===== src/rtl/pipeline_ctrl_regs.sv =====
// Pipeline control registers: fetch PC, IF/ID instruction latch, ID/EX..MEM/WB
// control fields, plus saturating stall and taken-branch counters.
module pipeline_ctrl_regs #(
  parameter logic [31:0] RESET_PC = 32'h0,
  parameter logic [31:0] PC_STEP  = 32'd4
) (
  input  logic        clk,
  input  logic        rst,
  input  logic        stall,
  input  logic        flush1,
  input  logic        flush2,
  input  logic        flush3,
  input  logic        flush4,
  input  logic        flush5,
  input  logic        branchTakenFlag,
  input  logic [31:0] branchTarget,
  input  logic [31:0] instr_in,
  input  logic [3:0]  Rd_ID,
  input  logic [1:0]  opType_ID,
  input  logic [3:0]  opCode_ID,
  input  logic        regWrite_ID,
  output logic [31:0] pc,
  output logic [31:0] instr_IFID,
  output logic        valid_IFID,
  output logic        valid_IDEX,
  output logic        valid_EXMEM,
  output logic        valid_MEMWB,
  output logic [3:0]  Rd_IDEX,
  output logic [3:0]  Rd_EXMEM,
  output logic [3:0]  Rd_MEMWB,
  output logic [1:0]  opTypeEx,
  output logic [1:0]  opTypeMem,
  output logic [1:0]  opTypeWB,
  output logic [3:0]  opCodeEx,
  output logic [3:0]  opCodeMem,
  output logic [3:0]  opCodeWB,
  output logic        regWriteEx,
  output logic        regWriteMem,
  output logic        regWriteWB,
  output logic [15:0] stall_count,
  output logic [15:0] branch_count
);

  typedef struct packed {
    logic       valid;
    logic [3:0] rd;
    logic [1:0] opType;
    logic [3:0] opCode;
    logic       regWrite;
  } stage_t;

  localparam stage_t BUBBLE = '0;

  logic [31:0] pc_q, pc_d;
  logic        fetchValid_q, fetchValid_d;
  logic [31:0] instrIfid_q, instrIfid_d;
  logic        validIfid_q, validIfid_d;
  stage_t      idex_q, idex_d;
  stage_t      exmem_q, exmem_d;
  stage_t      memwb_q, memwb_d;
  logic [15:0] stallCnt_q, stallCnt_d;
  logic [15:0] branchCnt_q, branchCnt_d;

  always_comb begin
    pc_d = pc_q + PC_STEP;
    if (branchTakenFlag) begin
      pc_d = branchTarget;
    end else if (stall) begin
      pc_d = pc_q;
    end

    fetchValid_d = 1'b1;

    // flush2 wins over the stall hold so a stalled, flushed IF/ID becomes a bubble
    instrIfid_d = instr_in;
    validIfid_d = fetchValid_q & ~flush1;
    if (flush2) begin
      instrIfid_d = 32'h0;
      validIfid_d = 1'b0;
    end else if (stall) begin
      instrIfid_d = instrIfid_q;
      validIfid_d = validIfid_q;
    end

    idex_d          = BUBBLE;
    idex_d.valid    = validIfid_q;
    idex_d.rd       = Rd_ID;
    idex_d.opType   = opType_ID;
    idex_d.opCode   = opCode_ID;
    idex_d.regWrite = regWrite_ID & validIfid_q;
    if (stall || flush3) begin
      idex_d = BUBBLE;
    end

    exmem_d = flush4 ? BUBBLE : idex_q;
    memwb_d = flush5 ? BUBBLE : exmem_q;

    stallCnt_d  = (stall && stallCnt_q != 16'hFFFF) ? stallCnt_q + 16'd1 : stallCnt_q;
    branchCnt_d = (branchTakenFlag && branchCnt_q != 16'hFFFF) ? branchCnt_q + 16'd1 : branchCnt_q;
  end

  always_ff @(posedge clk) begin
    if (rst) begin
      pc_q         <= RESET_PC;
      fetchValid_q <= 1'b0;
      instrIfid_q  <= 32'h0;
      validIfid_q  <= 1'b0;
      idex_q       <= BUBBLE;
      exmem_q      <= BUBBLE;
      memwb_q      <= BUBBLE;
      stallCnt_q   <= 16'h0;
      branchCnt_q  <= 16'h0;
    end else begin
      pc_q         <= pc_d;
      fetchValid_q <= fetchValid_d;
      instrIfid_q  <= instrIfid_d;
      validIfid_q  <= validIfid_d;
      idex_q       <= idex_d;
      exmem_q      <= exmem_d;
      memwb_q      <= memwb_d;
      stallCnt_q   <= stallCnt_d;
      branchCnt_q  <= branchCnt_d;
    end
  end

  assign pc           = pc_q;
  assign instr_IFID   = instrIfid_q;
  assign valid_IFID   = validIfid_q;
  assign valid_IDEX   = idex_q.valid;
  assign valid_EXMEM  = exmem_q.valid;
  assign valid_MEMWB  = memwb_q.valid;
  assign Rd_IDEX      = idex_q.rd;
  assign Rd_EXMEM     = exmem_q.rd;
  assign Rd_MEMWB     = memwb_q.rd;
  assign opTypeEx     = idex_q.opType;
  assign opTypeMem    = exmem_q.opType;
  assign opTypeWB     = memwb_q.opType;
  assign opCodeEx     = idex_q.opCode;
  assign opCodeMem    = exmem_q.opCode;
  assign opCodeWB     = memwb_q.opCode;
  assign regWriteEx   = idex_q.regWrite;
  assign regWriteMem  = exmem_q.regWrite;
  assign regWriteWB   = memwb_q.regWrite;
  assign stall_count  = stallCnt_q;
  assign branch_count = branchCnt_q;

endmodule


===== config.mk =====
export PLATFORM = sky130hd
export DESIGN_NAME = pipeline_ctrl_regs
export DESIGN_NICKNAME = d
export VERILOG_FILES = /design/src/rtl/pipeline_ctrl_regs.sv
export SDC_FILE = /design/constraint.sdc
export NUM_CORES = 1
export LEC_CHECK = 0
export ABC_AREA = 1
export BUFFER_PORTS_ARGS = -buffer_cell sky130_fd_sc_hd__buf_2
export CORE_UTILIZATION = 54
export DETAILED_ROUTE_END_ITERATION = 8
export PLACE_DENSITY = 0.95
export RECOVER_POWER = 100
export SYNTH_ARGS = -nofsm -noshare
export SYNTH_HDL_FRONTEND = slang
export SYNTH_SLANG_ARGS = --single-unit

===== constraint.sdc =====
create_clock -name clk -period 2.2 [get_ports clk]
set_input_delay 0.11 -clock clk [delete_from_list [all_inputs] [get_ports clk]]
set_output_delay 0.11 -clock clk [all_outputs]
set_load 0.01 [all_outputs]

# --- Word level (Yosys, flattened, before mapping) ---
# Index checks and enable logic that the tools add are counted.
totals:
  register_bits: 134
  input_bits: 84
classes:
  n_addsub: 3
  n_eq_ne: 3
  muxes: 3
  bitwise: 3
  reduce_logical: 7
ops:
  columns: ["cell", "n"]
  rows:
  - ["two-way mux 32 bit", 2]
  - ["adder 16 x 1 -> 16 bit (second input constant)", 2]
  - ["adder 32 x 3 -> 32 bit (second input constant)", 1]
  - ["inequality test 16 bit (second input constant)", 2]
  - ["OR reduction 2 bit", 4]
  - ["AND 1 bit", 2]
  - ["logical AND 1 bit", 2]
  - ["inequality test 2 x 1 -> 1 bit (second input constant)", 1]
  - ["logical OR 1 bit", 1]
  - ["two-way mux 1 bit", 1]
  - ["inverter 1 bit", 1]

# --- Logic depth before layout (Yosys ltp) ---
logic_depth:
  word_depth: 3
  depth_mapped: 10
  ltp_nobuf: 9

# --- Worst setup path after synthesis ---
# No wires, ideal clock.
synth_timing:
  path_kind: "register -> register"
  from: "register stallCnt_q[0] (netlist: stall_count[0])"
  to: "register stallCnt_q[6] (netlist: stall_count[6])"
  setup_ps: 143
  t_arrival_ps: 1427
  required_ps: 2057
  setup_slack_ps: 630
  stages_incl_launch_ff: 10
  n_path_buf: 1
  path_cell_list: "dfxtp_1 -> ha_1 -> nand2_4 -> nor2_8 -> nand2_4 -> nor2_1 -> nor2_2 -> buf_4 -> nand2_1 -> a21oi_2"
synth_between:
  elab_chain_cells: 2
synth_lines:
  columns: ["element", "line_no", "text"]
  rows:
  - ["start, declared", "61", "logic [15:0] stallCnt_q, stallCnt_d;"]
  - ["start signal, assigned", "121", "stallCnt_q <= stallCnt_d;"]
  - ["parallel branches: the longest is 2 deep, another holds adder 16 x 1 -> 16 bit", null, null]
# Several ways; the timed one is not identified.
# A chain may end at the register's enable or synchronous reset.

# --- Final worst setup path ---
layout_timing:
  from: "register branchCnt_q[0] (netlist: branch_count[0])"
  to: "register branchCnt_q[12] (netlist: branch_count[12])"
layout_between:
  elab_chain_cells: 2
layout_lines:
  columns: ["element", "line_no", "text"]
  rows:
  - ["start, declared", "62", "logic [15:0] branchCnt_q, branchCnt_d;"]
  - ["start signal, assigned", "122", "branchCnt_q <= branchCnt_d;"]
  - ["parallel branches: the longest is 2 deep, another holds adder 16 x 1 -> 16 bit", null, null]
# Several ways; the timed one is not identified.

==> impl_metrics.env <==
export IMPL_fin_crit_ps=1940
export IMPL_rows=38
export IMPL_design_area_um2=8410
export IMPL_synth_seq_area_share=0.428
export IMPL_yosys_warnings=0
export IMPL_cts_clk_slew_worst_paths_ps=70
export IMPL_grt_pass1_wl_mm=34.1
export IMPL_drtIter0Drc=898
export IMPL_h_tree_depth=4
export IMPL_grt_use_met1=0.400
export IMPL_drc=0
export IMPL_post_drt_wl_per_cell_um=16.3
export IMPL_synth_area_um2=6270
export IMPL_worstSetupPathType="flip-flop to flip-flop"
export IMPL_dpl_worst_slack_ps=387
export IMPL_busiest_layer="met2"
export IMPL_drtAntennaViolNets=0
export IMPL_wirelength_mm=21.9
export IMPL_die_area_um2=12000
export IMPL_maxCapViolCount=0
export IMPL_path_buf_inv=1
export IMPL_portBuffers=216
export IMPL_hold_buffers=52
export IMPL_status="finished, final reports clean"
export IMPL_stdcell_count=1341
export IMPL_grt_ovfl_total=0
export IMPL_initial_core_util=0.566
export IMPL_nets=1274
export IMPL_grt_start_max_net_pins=39
export IMPL_cp_max_fo=18
export IMPL_dp_cells=1256
export IMPL_met2_usage=0.615
export IMPL_p_leak_nw=3.39
export IMPL_routed_via_density=5.50
export IMPL_start_kind="flip-flop"
export IMPL_hold_class="primary input to flip-flop"
export IMPL_setup_slack_ps=257
export IMPL_post_route_period_util=0.883
export IMPL_area_growth_syn_to_layout_pct=34.1
export IMPL_setup_viol=0
export IMPL_cts_num_sinks=134
export IMPL_cp_slowest_cell="dfxtp_1"
export IMPL_setup_tns_final_ps=0
export IMPL_gp_congestion=0.983
export IMPL_cpPeakStageDelay_ps=420
export IMPL_drv_slew=0
export IMPL_timing_rr_start="branch_count[0]"
export IMPL_ys_ff_latch=134
export IMPL_power_density_nw_per_um2=744
export IMPL_grt_pass1_vias=7064
export IMPL_final_core_util=0.759
export IMPL_cts_resized=0
export IMPL_first_pass_iters=7
export IMPL_critical_path_required_ps=2450
export IMPL_end_kind="flip-flop"
export IMPL_num_vias=7371
export IMPL_ir_drop_uv=1180
export IMPL_track_usage=0.371
export IMPL_worstPathCellList="ha_1 -> nand3_1 -> nor2_2 -> nand3_2 -> nand2_4 -> inv_2 -> nand2_1 -> a21oi_1"
export IMPL_synthCells=923
export IMPL_hpwlAfterDp_mm=13.1
export IMPL_cts_buffers=17
export IMPL_cts_tree="yes"
export IMPL_syn_avg_cell_area_um2=6.79
export IMPL_ctsRootBufferMaster="clkbuf_16"
export IMPL_startpoint="branch_count[0]"
export IMPL_critPathTopFamily="simple AND/OR/NAND/NOR gates"
export IMPL_ys_types=35
export IMPL_drive_above_1_share=0.128
export IMPL_die_w_um=110
export IMPL_synth_nets=1010
export IMPL_die_h_um=110
export IMPL_antenna_found_initial=1
export IMPL_worstSkewPairLatency_ps=430
export IMPL_place_area_um2=7440
export IMPL_whs_ps=12.5
export IMPL_rsz0062_at_grt="no"
export IMPL_core_area_um2=11100
export IMPL_io_pins=217
export IMPL_slew_headroom=0.284
export IMPL_fin_skew_ps=15.0
export IMPL_power_mw=6.25
export IMPL_hp_start="branchTarget[11]"
export IMPL_hold_viol=0
export IMPL_use_met3=0.145
export IMPL_cts_setup_buffers=0
export IMPL_arrival_ps=2190
export IMPL_fmax_mhz=515
export IMPL_clockBufferDepth=2
export IMPL_max_slew_worst_pin_slew_ps=1070
-- logic make-up after synthesis --
family,after synthesis,synth area share
AOI/OAI and AO/OA,129,0.113
xor gates and xnor gates,25,0.0349
adders and majority gates,3,0.00599
and+or+nand+nor,484,0.325
buffers and inverters,148,0.0940
DFF,134,0.428
-- report_power, final --
| part | internal (mW) | switching (mW) | total (mW) |
|---|---|---|---|
| Combinational | 0.224 | 0.325 | 0.549 |
| Sequential | 2.50 | 0.0776 | 2.57 |
| Clock | 1.86 | 1.27 | 3.13 |
| Total | 4.58 | 1.67 | 6.25 |
-- layout make-up --
type,count,area (µm²)
multi-input combinational,641,2970
sequential,134,2680
fill,879,2670
timing repair buffer,277,1490
inverter,116,435
clock buffer,17,425
clock inverter,15,228
tap,140,175
antenna,1,2.50
-- worst min-delay path, delay by kind of cell --
| kind | cells | cell delay (ps) |
|---|---|---|
| compound gates | 1 | 90 |
| simple gates | 1 | 70 |
| buf+inv | 1 | 90 |
-- cells in the mapped netlist, drive strengths merged --
cell type  instances  area share
a31oi              6      0.0060
a21oi             85       0.074
ha                 3      0.0060
xor2              15       0.021
xnor2             10       0.014
nand3b             3      0.0036
nand4              6      0.0060
or2                2      0.0020
and2               3      0.0030
o211ai             1      0.0012
inv              116       0.069
dfxtp            134        0.43
o21ai             36       0.031
clkbuf            19       0.011
nand2            294        0.18
nor2             118       0.077
nor3               6      0.0074
nand3             52       0.043
a211oi             1      0.0012
buf               13       0.013
-- worst paths after layout --
check / slack (ps) / end / cells past startpoint
max reg2reg: 260 / branch_count[12] / 8
min: 10 / pc[11] / 3
min reg2reg: 430 / Rd_MEMWB[3] / 2
max: 260 / branch_count[12] / 8
-- routing by layer --
| layer | up-vias | wire length, µm |
|---|---|---|
| met3 | 120 | 2320 |
| li1 | 3412 | - |
| met5 | - | 0 |
| met2 | 499 | 10900 |
| met4 | 0 | 972 |
| met1 | 3340 | 7690 |
-- state kept, by name, summed over array words and instances, names as in the netlist, 2 cells and up --
register	count
opCodeEx	4
instr_IFID	32
Rd_IDEX	4
stall_count	16
opTypeWB	2
branch_count	16
opTypeEx	2
pc	32
opCodeMem	4
opCodeWB	4
opTypeMem	2
Rd_EXMEM	4
Rd_MEMWB	4
-- cells in the final DEF, fill, tap and decap left out, types with 4 or more instances in the layout --
cell,synthesis,routed
a21oi_1,75,78
a21oi_2,10,7
a31oi_1,6,6
buf_2,6,81
buf_4,1,4
clkbuf_1,19,137
clkbuf_16,0,17
dfxtp_1,134,134
dlygate4sd3_1,0,52
inv_1,111,111
inv_2,5,5
inv_6,0,4
inv_8,0,4
nand2_1,284,285
nand2_2,7,7
nand3_1,50,51
nand4_1,6,6
nor2_1,109,110
nor2_2,7,6
nor3_1,4,4
o21ai_0,34,35
xnor2_1,10,10
xor2_1,15,15
No activity file was read; power rests on OpenSTA's default activity.
